## config.mk

```make
export PLATFORM = sky130hd
export DESIGN_NAME = cnn_layer_accel_axil_slave_flat
export DESIGN_NICKNAME = d
export VERILOG_FILES = /design/src/rtl/cnn_layer_accel_axil_pkg.sv /design/src/rtl/cnn_layer_accel_axil_slave_if.sv /design/src/rtl/cnn_layer_accel_axil_regfile.sv /design/src/rtl/cnn_layer_accel_axil_slave.sv /design/src/flat_wrapper.sv
export SDC_FILE = /design/constraint.sdc
export NUM_CORES = 1
export LEC_CHECK = 0
export BUFFER_PORTS_ARGS = -buffer_cell sky130_fd_sc_hd__buf_4
export CORE_MARGIN = 1.5
export CORE_UTILIZATION = 25
export DETAILED_ROUTE_END_ITERATION = 7
export HOLD_SLACK_MARGIN = 0.02
export SETUP_SLACK_MARGIN = 0.02
export SLEW_MARGIN = 20
export SYNTH_ARGS = -nofsm -noshare
export SYNTH_HDL_FRONTEND = slang
export SYNTH_SLANG_ARGS = --single-unit
```

## constraint.sdc

```tcl
create_clock -name ACLK -period 7.1 [get_ports ACLK]
set_input_delay 0.71 -clock ACLK [delete_from_list [all_inputs] [get_ports ACLK]]
set_output_delay 0.71 -clock ACLK [all_outputs]
set_load 0.02 [all_outputs]
```

## src/rtl/cnn_layer_accel_axil_pkg.sv

```systemverilog
// Shared types and helpers for the layer-accel AXI4-Lite control port.
package cnn_layer_accel_axil_pkg;

  localparam logic [1:0] RESP_OKAY   = 2'b00;
  localparam logic [1:0] RESP_SLVERR = 2'b10;

  typedef enum logic {
    W_IDLE = 1'b0,
    W_RESP = 1'b1
  } w_state_t;

  typedef enum logic {
    R_IDLE = 1'b0,
    R_DATA = 1'b1
  } r_state_t;

  // Byte address to 32-bit word index; the two byte-lane bits are dropped.
  function automatic logic [31:0] word_idx(input logic [31:0] addr);
    return addr >> 2;
  endfunction

endpackage

```

## src/rtl/cnn_layer_accel_axil_slave_if.sv

```systemverilog
// AXI4-Lite bus bundle for the accelerator S00_AXI control port.
interface cnn_layer_accel_axil_slave_if #(
  parameter int ADDR_W = 6
);
  logic [ADDR_W-1:0] S_AXI_AWADDR;
  logic [2:0]        S_AXI_AWPROT;
  logic              S_AXI_AWVALID;
  logic              S_AXI_AWREADY;
  logic [31:0]       S_AXI_WDATA;
  logic [3:0]        S_AXI_WSTRB;
  logic              S_AXI_WVALID;
  logic              S_AXI_WREADY;
  logic [1:0]        S_AXI_BRESP;
  logic              S_AXI_BVALID;
  logic              S_AXI_BREADY;
  logic [ADDR_W-1:0] S_AXI_ARADDR;
  logic [2:0]        S_AXI_ARPROT;
  logic              S_AXI_ARVALID;
  logic              S_AXI_ARREADY;
  logic [31:0]       S_AXI_RDATA;
  logic [1:0]        S_AXI_RRESP;
  logic              S_AXI_RVALID;
  logic              S_AXI_RREADY;

  modport master (
    output S_AXI_AWADDR, S_AXI_AWPROT, S_AXI_AWVALID,
    output S_AXI_WDATA, S_AXI_WSTRB, S_AXI_WVALID,
    output S_AXI_BREADY,
    output S_AXI_ARADDR, S_AXI_ARPROT, S_AXI_ARVALID,
    output S_AXI_RREADY,
    input  S_AXI_AWREADY, S_AXI_WREADY,
    input  S_AXI_BRESP, S_AXI_BVALID,
    input  S_AXI_ARREADY,
    input  S_AXI_RDATA, S_AXI_RRESP, S_AXI_RVALID
  );

  modport slave (
    input  S_AXI_AWADDR, S_AXI_AWPROT, S_AXI_AWVALID,
    input  S_AXI_WDATA, S_AXI_WSTRB, S_AXI_WVALID,
    input  S_AXI_BREADY,
    input  S_AXI_ARADDR, S_AXI_ARPROT, S_AXI_ARVALID,
    input  S_AXI_RREADY,
    output S_AXI_AWREADY, S_AXI_WREADY,
    output S_AXI_BRESP, S_AXI_BVALID,
    output S_AXI_ARREADY,
    output S_AXI_RDATA, S_AXI_RRESP, S_AXI_RVALID
  );

endinterface

```

## src/rtl/cnn_layer_accel_axil_regfile.sv

```systemverilog
// Byte-strobed configuration register bank; one-hot write select, one-cycle
// update pulse per register aligned with the cycle the new value appears.
module cnn_layer_accel_axil_regfile #(
  parameter int NUM_REGS = 4
) (
  input  logic                     clk,
  input  logic                     rst_n,
  input  logic [NUM_REGS-1:0]      wr_sel,
  input  logic [31:0]              wr_data,
  input  logic [3:0]               wr_strb,
  output logic [NUM_REGS*32-1:0]   regs,
  output logic [NUM_REGS-1:0]      wr_pulse
);

  always_ff @(posedge clk or negedge rst_n) begin
    if (!rst_n) begin
      regs     <= '0;
      wr_pulse <= '0;
    end else begin
      // Pulse follows the select even with an all-zero strobe.
      wr_pulse <= wr_sel;
      for (int k = 0; k < NUM_REGS; k++) begin
        if (wr_sel[k]) begin
          for (int b = 0; b < 4; b++) begin
            if (wr_strb[b]) regs[32*k + 8*b +: 8] <= wr_data[8*b +: 8];
          end
        end
      end
    end
  end

endmodule

```

## src/rtl/cnn_layer_accel_axil_slave.sv

```systemverilog
// AXI4-Lite responder: RW config registers plus one read-only status word.
//
// state  | meaning
// W_IDLE | collecting AW and W into holding regs; commits once both are present
// W_RESP | write committed, BVALID/BRESP held until BREADY
// R_IDLE | ARREADY high, waiting for a read address
// R_DATA | RVALID with registered RDATA/RRESP held until RREADY
module cnn_layer_accel_axil_slave
  import cnn_layer_accel_axil_pkg::*;
#(
  parameter int ADDR_W   = 6,
  parameter int NUM_REGS = 4,
  parameter int DATA_W   = 32
) (
  input  logic                         ACLK,
  input  logic                         ARESETN,
  cnn_layer_accel_axil_slave_if.slave  s_axi,
  output logic [NUM_REGS*DATA_W-1:0]   cfg_regs_o,
  output logic [NUM_REGS-1:0]          cfg_wr_pulse_o,
  input  logic [DATA_W-1:0]            status_i
);

  logic [1:0]        rst_sync;
  logic              rst_n;

  w_state_t          w_state, w_state_nxt;
  r_state_t          r_state, r_state_nxt;

  logic              aw_held, w_held;
  logic [ADDR_W-1:0] awaddr_q;
  logic [31:0]       wdata_q;
  logic [3:0]        wstrb_q;
  logic [1:0]        bresp_q;

  logic              aw_hs, w_hs, ar_hs, b_hs, r_hs;
  logic              commit;
  logic [ADDR_W-1:0] wr_addr;
  logic [31:0]       wr_data;
  logic [3:0]        wr_strb;
  logic [31:0]       wr_idx;
  logic              wr_ok;
  logic [NUM_REGS-1:0] wr_sel;

  logic [31:0]       rd_idx;
  logic [DATA_W-1:0] rd_data, rdata_q;
  logic [1:0]        rd_resp, rresp_q;

  logic              unused_prot;

  // Assert asynchronously, release two edges after ARESETN rises.
  always_ff @(posedge ACLK or negedge ARESETN) begin
    if (!ARESETN) rst_sync <= 2'b00;
    else          rst_sync <= {rst_sync[0], 1'b1};
  end
  assign rst_n = rst_sync[1];

  assign unused_prot = ^{s_axi.S_AXI_AWPROT, s_axi.S_AXI_ARPROT};

  assign s_axi.S_AXI_AWREADY = (w_state == W_IDLE) && !aw_held;
  assign s_axi.S_AXI_WREADY  = (w_state == W_IDLE) && !w_held;
  assign s_axi.S_AXI_BVALID  = (w_state == W_RESP);
  assign s_axi.S_AXI_BRESP   = bresp_q;
  assign s_axi.S_AXI_ARREADY = (r_state == R_IDLE);
  assign s_axi.S_AXI_RVALID  = (r_state == R_DATA);
  assign s_axi.S_AXI_RDATA   = rdata_q;
  assign s_axi.S_AXI_RRESP   = rresp_q;

  assign aw_hs = s_axi.S_AXI_AWVALID && s_axi.S_AXI_AWREADY;
  assign w_hs  = s_axi.S_AXI_WVALID  && s_axi.S_AXI_WREADY;
  assign b_hs  = s_axi.S_AXI_BVALID  && s_axi.S_AXI_BREADY;
  assign ar_hs = s_axi.S_AXI_ARVALID && s_axi.S_AXI_ARREADY;
  assign r_hs  = s_axi.S_AXI_RVALID  && s_axi.S_AXI_RREADY;

  // Commit on the edge that completes the pair so BVALID trails the later
  // of the two handshakes by exactly one cycle.
  assign commit  = (w_state == W_IDLE) && (aw_held || aw_hs) && (w_held || w_hs);
  assign wr_addr = aw_hs ? s_axi.S_AXI_AWADDR : awaddr_q;
  assign wr_data = w_hs  ? s_axi.S_AXI_WDATA  : wdata_q;
  assign wr_strb = w_hs  ? s_axi.S_AXI_WSTRB  : wstrb_q;
  assign wr_idx  = word_idx(32'(wr_addr));
  assign wr_ok   = wr_idx < 32'(NUM_REGS);

  always_comb begin
    wr_sel = '0;
    for (int k = 0; k < NUM_REGS; k++) begin
      if (commit && (wr_idx == 32'(k))) wr_sel[k] = 1'b1;
    end
  end

  cnn_layer_accel_axil_regfile #(
    .NUM_REGS (NUM_REGS)
  ) u_regfile (
    .clk      (ACLK),
    .rst_n    (rst_n),
    .wr_sel   (wr_sel),
    .wr_data  (wr_data),
    .wr_strb  (wr_strb),
    .regs     (cfg_regs_o),
    .wr_pulse (cfg_wr_pulse_o)
  );

  always_ff @(posedge ACLK or negedge rst_n) begin
    if (!rst_n) w_state <= W_IDLE;
    else        w_state <= w_state_nxt;
  end

  always_comb begin
    w_state_nxt = w_state;
    case (w_state)
      W_IDLE:  if (commit) w_state_nxt = W_RESP;
      W_RESP:  if (b_hs)   w_state_nxt = W_IDLE;
      default: w_state_nxt = W_IDLE;
    endcase
  end

  always_ff @(posedge ACLK or negedge rst_n) begin
    if (!rst_n) begin
      aw_held  <= 1'b0;
      w_held   <= 1'b0;
      awaddr_q <= '0;
      wdata_q  <= '0;
      wstrb_q  <= '0;
      bresp_q  <= RESP_OKAY;
    end else if (commit) begin
      aw_held  <= 1'b0;
      w_held   <= 1'b0;
      bresp_q  <= wr_ok ? RESP_OKAY : RESP_SLVERR;
    end else begin
      if (aw_hs) begin
        aw_held  <= 1'b1;
        awaddr_q <= s_axi.S_AXI_AWADDR;
      end
      if (w_hs) begin
        w_held  <= 1'b1;
        wdata_q <= s_axi.S_AXI_WDATA;
        wstrb_q <= s_axi.S_AXI_WSTRB;
      end
    end
  end

  assign rd_idx = word_idx(32'(s_axi.S_AXI_ARADDR));

  always_comb begin
    rd_data = '0;
    rd_resp = RESP_SLVERR;
    if (rd_idx == 32'(NUM_REGS)) begin
      rd_data = status_i;
      rd_resp = RESP_OKAY;
    end else begin
      for (int k = 0; k < NUM_REGS; k++) begin
        if (rd_idx == 32'(k)) begin
          rd_data = cfg_regs_o[k*DATA_W +: DATA_W];
          rd_resp = RESP_OKAY;
        end
      end
    end
  end

  always_ff @(posedge ACLK or negedge rst_n) begin
    if (!rst_n) r_state <= R_IDLE;
    else        r_state <= r_state_nxt;
  end

  always_comb begin
    r_state_nxt = r_state;
    case (r_state)
      R_IDLE:  if (ar_hs) r_state_nxt = R_DATA;
      R_DATA:  if (r_hs)  r_state_nxt = R_IDLE;
      default: r_state_nxt = R_IDLE;
    endcase
  end

  // Snapshot taken at the AR edge, so a same-edge commit is not visible.
  always_ff @(posedge ACLK or negedge rst_n) begin
    if (!rst_n) begin
      rdata_q <= '0;
      rresp_q <= RESP_OKAY;
    end else if (ar_hs) begin
      rdata_q <= rd_data;
      rresp_q <= rd_resp;
    end
  end

endmodule
```

## src/flat_wrapper.sv

```systemverilog
// flat-port wrapper written by rule: the top's interface ports become plain ports
module cnn_layer_accel_axil_slave_flat import cnn_layer_accel_axil_pkg::*;
#(
  parameter int ADDR_W   = 6,
  parameter int NUM_REGS = 4,
  parameter int DATA_W   = 32
)
  (ACLK, ARESETN, cfg_regs_o, cfg_wr_pulse_o, status_i, s_axi_S_AXI_AWADDR, s_axi_S_AXI_AWPROT, s_axi_S_AXI_AWVALID, s_axi_S_AXI_WDATA, s_axi_S_AXI_WSTRB, s_axi_S_AXI_WVALID, s_axi_S_AXI_BREADY, s_axi_S_AXI_ARADDR, s_axi_S_AXI_ARPROT, s_axi_S_AXI_ARVALID, s_axi_S_AXI_RREADY, s_axi_S_AXI_AWREADY, s_axi_S_AXI_WREADY, s_axi_S_AXI_BRESP, s_axi_S_AXI_BVALID, s_axi_S_AXI_ARREADY, s_axi_S_AXI_RDATA, s_axi_S_AXI_RRESP, s_axi_S_AXI_RVALID);
  cnn_layer_accel_axil_slave_if #(.ADDR_W(ADDR_W)) s_axi_i ();
  input  logic ACLK;
  input  logic ARESETN;
  output logic [NUM_REGS*DATA_W-1:0] cfg_regs_o;
  output logic [NUM_REGS-1:0] cfg_wr_pulse_o;
  input  logic [DATA_W-1:0] status_i;
  input wire logic [$bits(s_axi_i.S_AXI_AWADDR)-1:0] s_axi_S_AXI_AWADDR;
  input wire logic [$bits(s_axi_i.S_AXI_AWPROT)-1:0] s_axi_S_AXI_AWPROT;
  input wire logic [$bits(s_axi_i.S_AXI_AWVALID)-1:0] s_axi_S_AXI_AWVALID;
  input wire logic [$bits(s_axi_i.S_AXI_WDATA)-1:0] s_axi_S_AXI_WDATA;
  input wire logic [$bits(s_axi_i.S_AXI_WSTRB)-1:0] s_axi_S_AXI_WSTRB;
  input wire logic [$bits(s_axi_i.S_AXI_WVALID)-1:0] s_axi_S_AXI_WVALID;
  input wire logic [$bits(s_axi_i.S_AXI_BREADY)-1:0] s_axi_S_AXI_BREADY;
  input wire logic [$bits(s_axi_i.S_AXI_ARADDR)-1:0] s_axi_S_AXI_ARADDR;
  input wire logic [$bits(s_axi_i.S_AXI_ARPROT)-1:0] s_axi_S_AXI_ARPROT;
  input wire logic [$bits(s_axi_i.S_AXI_ARVALID)-1:0] s_axi_S_AXI_ARVALID;
  input wire logic [$bits(s_axi_i.S_AXI_RREADY)-1:0] s_axi_S_AXI_RREADY;
  output wire logic [$bits(s_axi_i.S_AXI_AWREADY)-1:0] s_axi_S_AXI_AWREADY;
  output wire logic [$bits(s_axi_i.S_AXI_WREADY)-1:0] s_axi_S_AXI_WREADY;
  output wire logic [$bits(s_axi_i.S_AXI_BRESP)-1:0] s_axi_S_AXI_BRESP;
  output wire logic [$bits(s_axi_i.S_AXI_BVALID)-1:0] s_axi_S_AXI_BVALID;
  output wire logic [$bits(s_axi_i.S_AXI_ARREADY)-1:0] s_axi_S_AXI_ARREADY;
  output wire logic [$bits(s_axi_i.S_AXI_RDATA)-1:0] s_axi_S_AXI_RDATA;
  output wire logic [$bits(s_axi_i.S_AXI_RRESP)-1:0] s_axi_S_AXI_RRESP;
  output wire logic [$bits(s_axi_i.S_AXI_RVALID)-1:0] s_axi_S_AXI_RVALID;
  assign s_axi_i.S_AXI_AWADDR = s_axi_S_AXI_AWADDR;
  assign s_axi_i.S_AXI_AWPROT = s_axi_S_AXI_AWPROT;
  assign s_axi_i.S_AXI_AWVALID = s_axi_S_AXI_AWVALID;
  assign s_axi_i.S_AXI_WDATA = s_axi_S_AXI_WDATA;
  assign s_axi_i.S_AXI_WSTRB = s_axi_S_AXI_WSTRB;
  assign s_axi_i.S_AXI_WVALID = s_axi_S_AXI_WVALID;
  assign s_axi_i.S_AXI_BREADY = s_axi_S_AXI_BREADY;
  assign s_axi_i.S_AXI_ARADDR = s_axi_S_AXI_ARADDR;
  assign s_axi_i.S_AXI_ARPROT = s_axi_S_AXI_ARPROT;
  assign s_axi_i.S_AXI_ARVALID = s_axi_S_AXI_ARVALID;
  assign s_axi_i.S_AXI_RREADY = s_axi_S_AXI_RREADY;
  assign s_axi_S_AXI_AWREADY = s_axi_i.S_AXI_AWREADY;
  assign s_axi_S_AXI_WREADY = s_axi_i.S_AXI_WREADY;
  assign s_axi_S_AXI_BRESP = s_axi_i.S_AXI_BRESP;
  assign s_axi_S_AXI_BVALID = s_axi_i.S_AXI_BVALID;
  assign s_axi_S_AXI_ARREADY = s_axi_i.S_AXI_ARREADY;
  assign s_axi_S_AXI_RDATA = s_axi_i.S_AXI_RDATA;
  assign s_axi_S_AXI_RRESP = s_axi_i.S_AXI_RRESP;
  assign s_axi_S_AXI_RVALID = s_axi_i.S_AXI_RVALID;
  cnn_layer_accel_axil_slave #(.ADDR_W(ADDR_W), .NUM_REGS(NUM_REGS), .DATA_W(DATA_W)) u_core (.ACLK(ACLK), .ARESETN(ARESETN), .s_axi(s_axi_i), .cfg_regs_o(cfg_regs_o), .cfg_wr_pulse_o(cfg_wr_pulse_o), .status_i(status_i));
endmodule
```

==> run metrics <==
core area 37900 um2; crit path kind flip-flop to flip-flop; syn avg cell area roughly 14 um2; commonest non-fill, non-tap cell in the layout buf_4; Vias slightly below 7000; antenna cell count 0; CTS root buffer clkbuf_16; Final nets ~1100; setup violators final 0; CP Max Fanout 36; P&R area growth vs syn 34.5%; Leak around 6 nW; Initial Util 25.5%; Min-Delay Path Class flip-flop to asynchronous set/reset pin; Post-DRT Antenna Nets 0; vias in the first global route ~7200; GR Overflow Total 0; WP data arrival between 3 and 4 ns; Seq/Total Area, Yosys 54.7%; flops & latches, synth between 200 and 250; R2R depth 5; Gate Count Post-Synth 709; H-tree depth 1; drc violations 0; WP data required around 7.5 ns; final period utilization ~41%; clock latency on the worst-skew pair ~0.53 ns; Netlist cell types 34; drt initial violations about 180; total of max-cap violations 0; pwr dens 445 nW/um2; CP startpoint kind flip-flop; CTS tree done; setup_tns 0 ns; Detailed Routing Iterations Pass 1 6; Slew Limit Fails 0; GRT Total Usage 15.1%; I/O Buffers approximately 250; crit path capture type flip-flop; post-route minimum period around 2.9 ns; final hold viol count 0; final wirelength 30500 um; CTS Buf Count 25; most frequent cells in the layout buf_4, dfrtp_1, mux2_2; Rel. slew slack between 30 and 40%; largest net degree at the start of global routing 75; Worst-path clk slew approximately 0.060 ns; first-pass GRT wire length between 40000 and 50000 um; Yosys warning count 0; die extent in x about 200 um; Final HPWL DP around 21000 um; die area roughly 40000 um2; vias per inst between 4 and 5; worst hold margin approximately 0.3 ns; antenna violations before repair 1; I/O pin count 266; Setup Skew 0.0183 ns; GPL Wtd Cong approximately 0.72; TritonCTS Sinks ~210; share of layout cells above drive strength 1 a little over half; Cell Area, Synth about 9700 um2; die height about 200 um; Slew @ Worst Pin 0.931 ns; Std-Cell Rows 71; Max clock buf depth 3; postcts setup bufs 0; FILL cells ~3800; RSZ-0062 raised after global routing false; Wirelength per Cell between 20 and 25 um; status completed; Max Fclk ~350 MHz; peak supply drop 0.000197 V
==> critical path: stages (launching register included) <==
cell and delay, ns:
dfrtp_1 0.48, nor3b_2 0.19, buf_4 0.58, mux2i_1 0.45, nor3_4 0.61, mux2_2 0.42
==> synthesized netlist by cell type <==
master       n  area, um2
o21bai_1     2       15.0
o2bb2ai_1   27        236
buf_1        1       3.75
nor3b_4      1       18.8
a22oi_1      5       37.5
buf_4        3       22.5
nor4_2       2       25.0
or4b_2       1       10.0
a21oi_1      4       20.0
dfrtp_1    212       5310
nor3b_1      2       15.0
o21ai_0      8       40.0
nor4b_1      4       35.0
nor3_4      16        260
o31ai_1     29        218
nor4bb_1     2       20.0
mux4_2       4       90.1
mux2i_1     35        350
buf_2       10       50.1
nor2_1      41        154
buf_6        1       11.3
a31oi_1      1       6.26
nor4b_4      1       23.8
o21a_1       2       15.0
nand2_1     36        135
inv_1        3       11.3
clkbuf_1    25       93.8
a211oi_1    27        203
conb_1       2       7.51
or3b_2       1       8.76
nor4_1       2       12.5
and2b_2      1       8.76
a22o_1       1       8.76
mux2_2     197       2220
==> power by group <==
part | internal, W | switching, W | total [W]
clock | 0.000758 | 0.000510 | 0.00127
combinational | 0.00115 | 0.00127 | 0.00242
sequential | 0.00171 | 0.000403 | 0.00212
total | 0.00362 | 0.00218 | 0.00580
==> state kept, by name, indices dropped and copies added, names as in the netlist <==
register,cells
u_core.u_regfile.regs,128
u_core.s_axi.S_AXI_RDATA,32
u_core.wdata_q,32
u_core.awaddr_q,4
u_core.u_regfile.wr_pulse,4
u_core.wstrb_q,4
u_core.rst_sync,2
u_core.aw_held,1
u_core.s_axi.S_AXI_BRESP,1
u_core.s_axi.S_AXI_BVALID,1
u_core.s_axi.S_AXI_RRESP,1
u_core.s_axi.S_AXI_RVALID,1
u_core.w_held,1
==> through the flow <==
stage	instance area, um2	total power (W)	setup slack (ns)	utilization, %	instances
after floorplan	9690	0.00354	0.755	-	710
after global placement	12200	0.00453	3.91	32.1	1445
after detailed placement	12200	0.00458	3.85	32.1	1445
after CTS	13000	0.00588	4.14	34.3	1492
after global routing	13000	0.00614	4.02	34.4	1493
final	13000	0.00580	4.22	34.4	1493
==> path summary, 6_finish.rpt <==
check | from | endpoint | slack (ns)
min | u_core.rst_sync[1] | u_core.wdata_q[4] | 0.31
max reg2reg | u_core.s_axi.S_AXI_BVALID | u_core.u_regfile.regs[29] | 4.22
max | u_core.s_axi.S_AXI_BVALID | u_core.u_regfile.regs[29] | 4.22
min reg2reg | u_core.rst_sync[1] | u_core.wdata_q[4] | 0.31
max in group asynchronous | u_core.rst_sync[1] | u_core.u_regfile.regs[84] | 5.19
min in group ACLK | s_axi_S_AXI_BREADY | u_core.s_axi.S_AXI_BVALID | 0.36
==> cell families (layout without fill, tap and decap cells) <==
kind of cell / Yosys count / count (layout) / synth area share [%]
mux: 236 / 236 / 27.4
flops: 212 / 212 / 54.7
simple gates: 110 / 110 / 7.50
compound gates: 106 / 106 / 8.25
buf+inv: 43 / 315 / 1.99
other cells: 2 / 3 / 0.0775
==> layer usage <==
metal  up-vias  wire length [um]  GRT usage [%]
met4         2               607           3.26
met3        40              1710           3.18
met1      3472             13500           19.7
met2       209             14700           25.6
met5         -                12              0
li1       3155                 -              -
==> layout make-up <==
cell class                 count  area, um2  area share [%]
tap                          511        639            4.91
clock inverter                 6       61.3           0.470
sequential                   212       5310            40.7
multi-input combinational    455       4250            32.6
inverter                       3       11.3          0.0864
clock buffer                  40        752            5.77
timing repair buffer         266       2010            15.4
==> timing repair <==
action,in CTS,in global routing
gates resized for setup,0,0
hold buffers,1,0
endpoints found under the hold margin,2,0
Power figures use the tool's default switching activity.
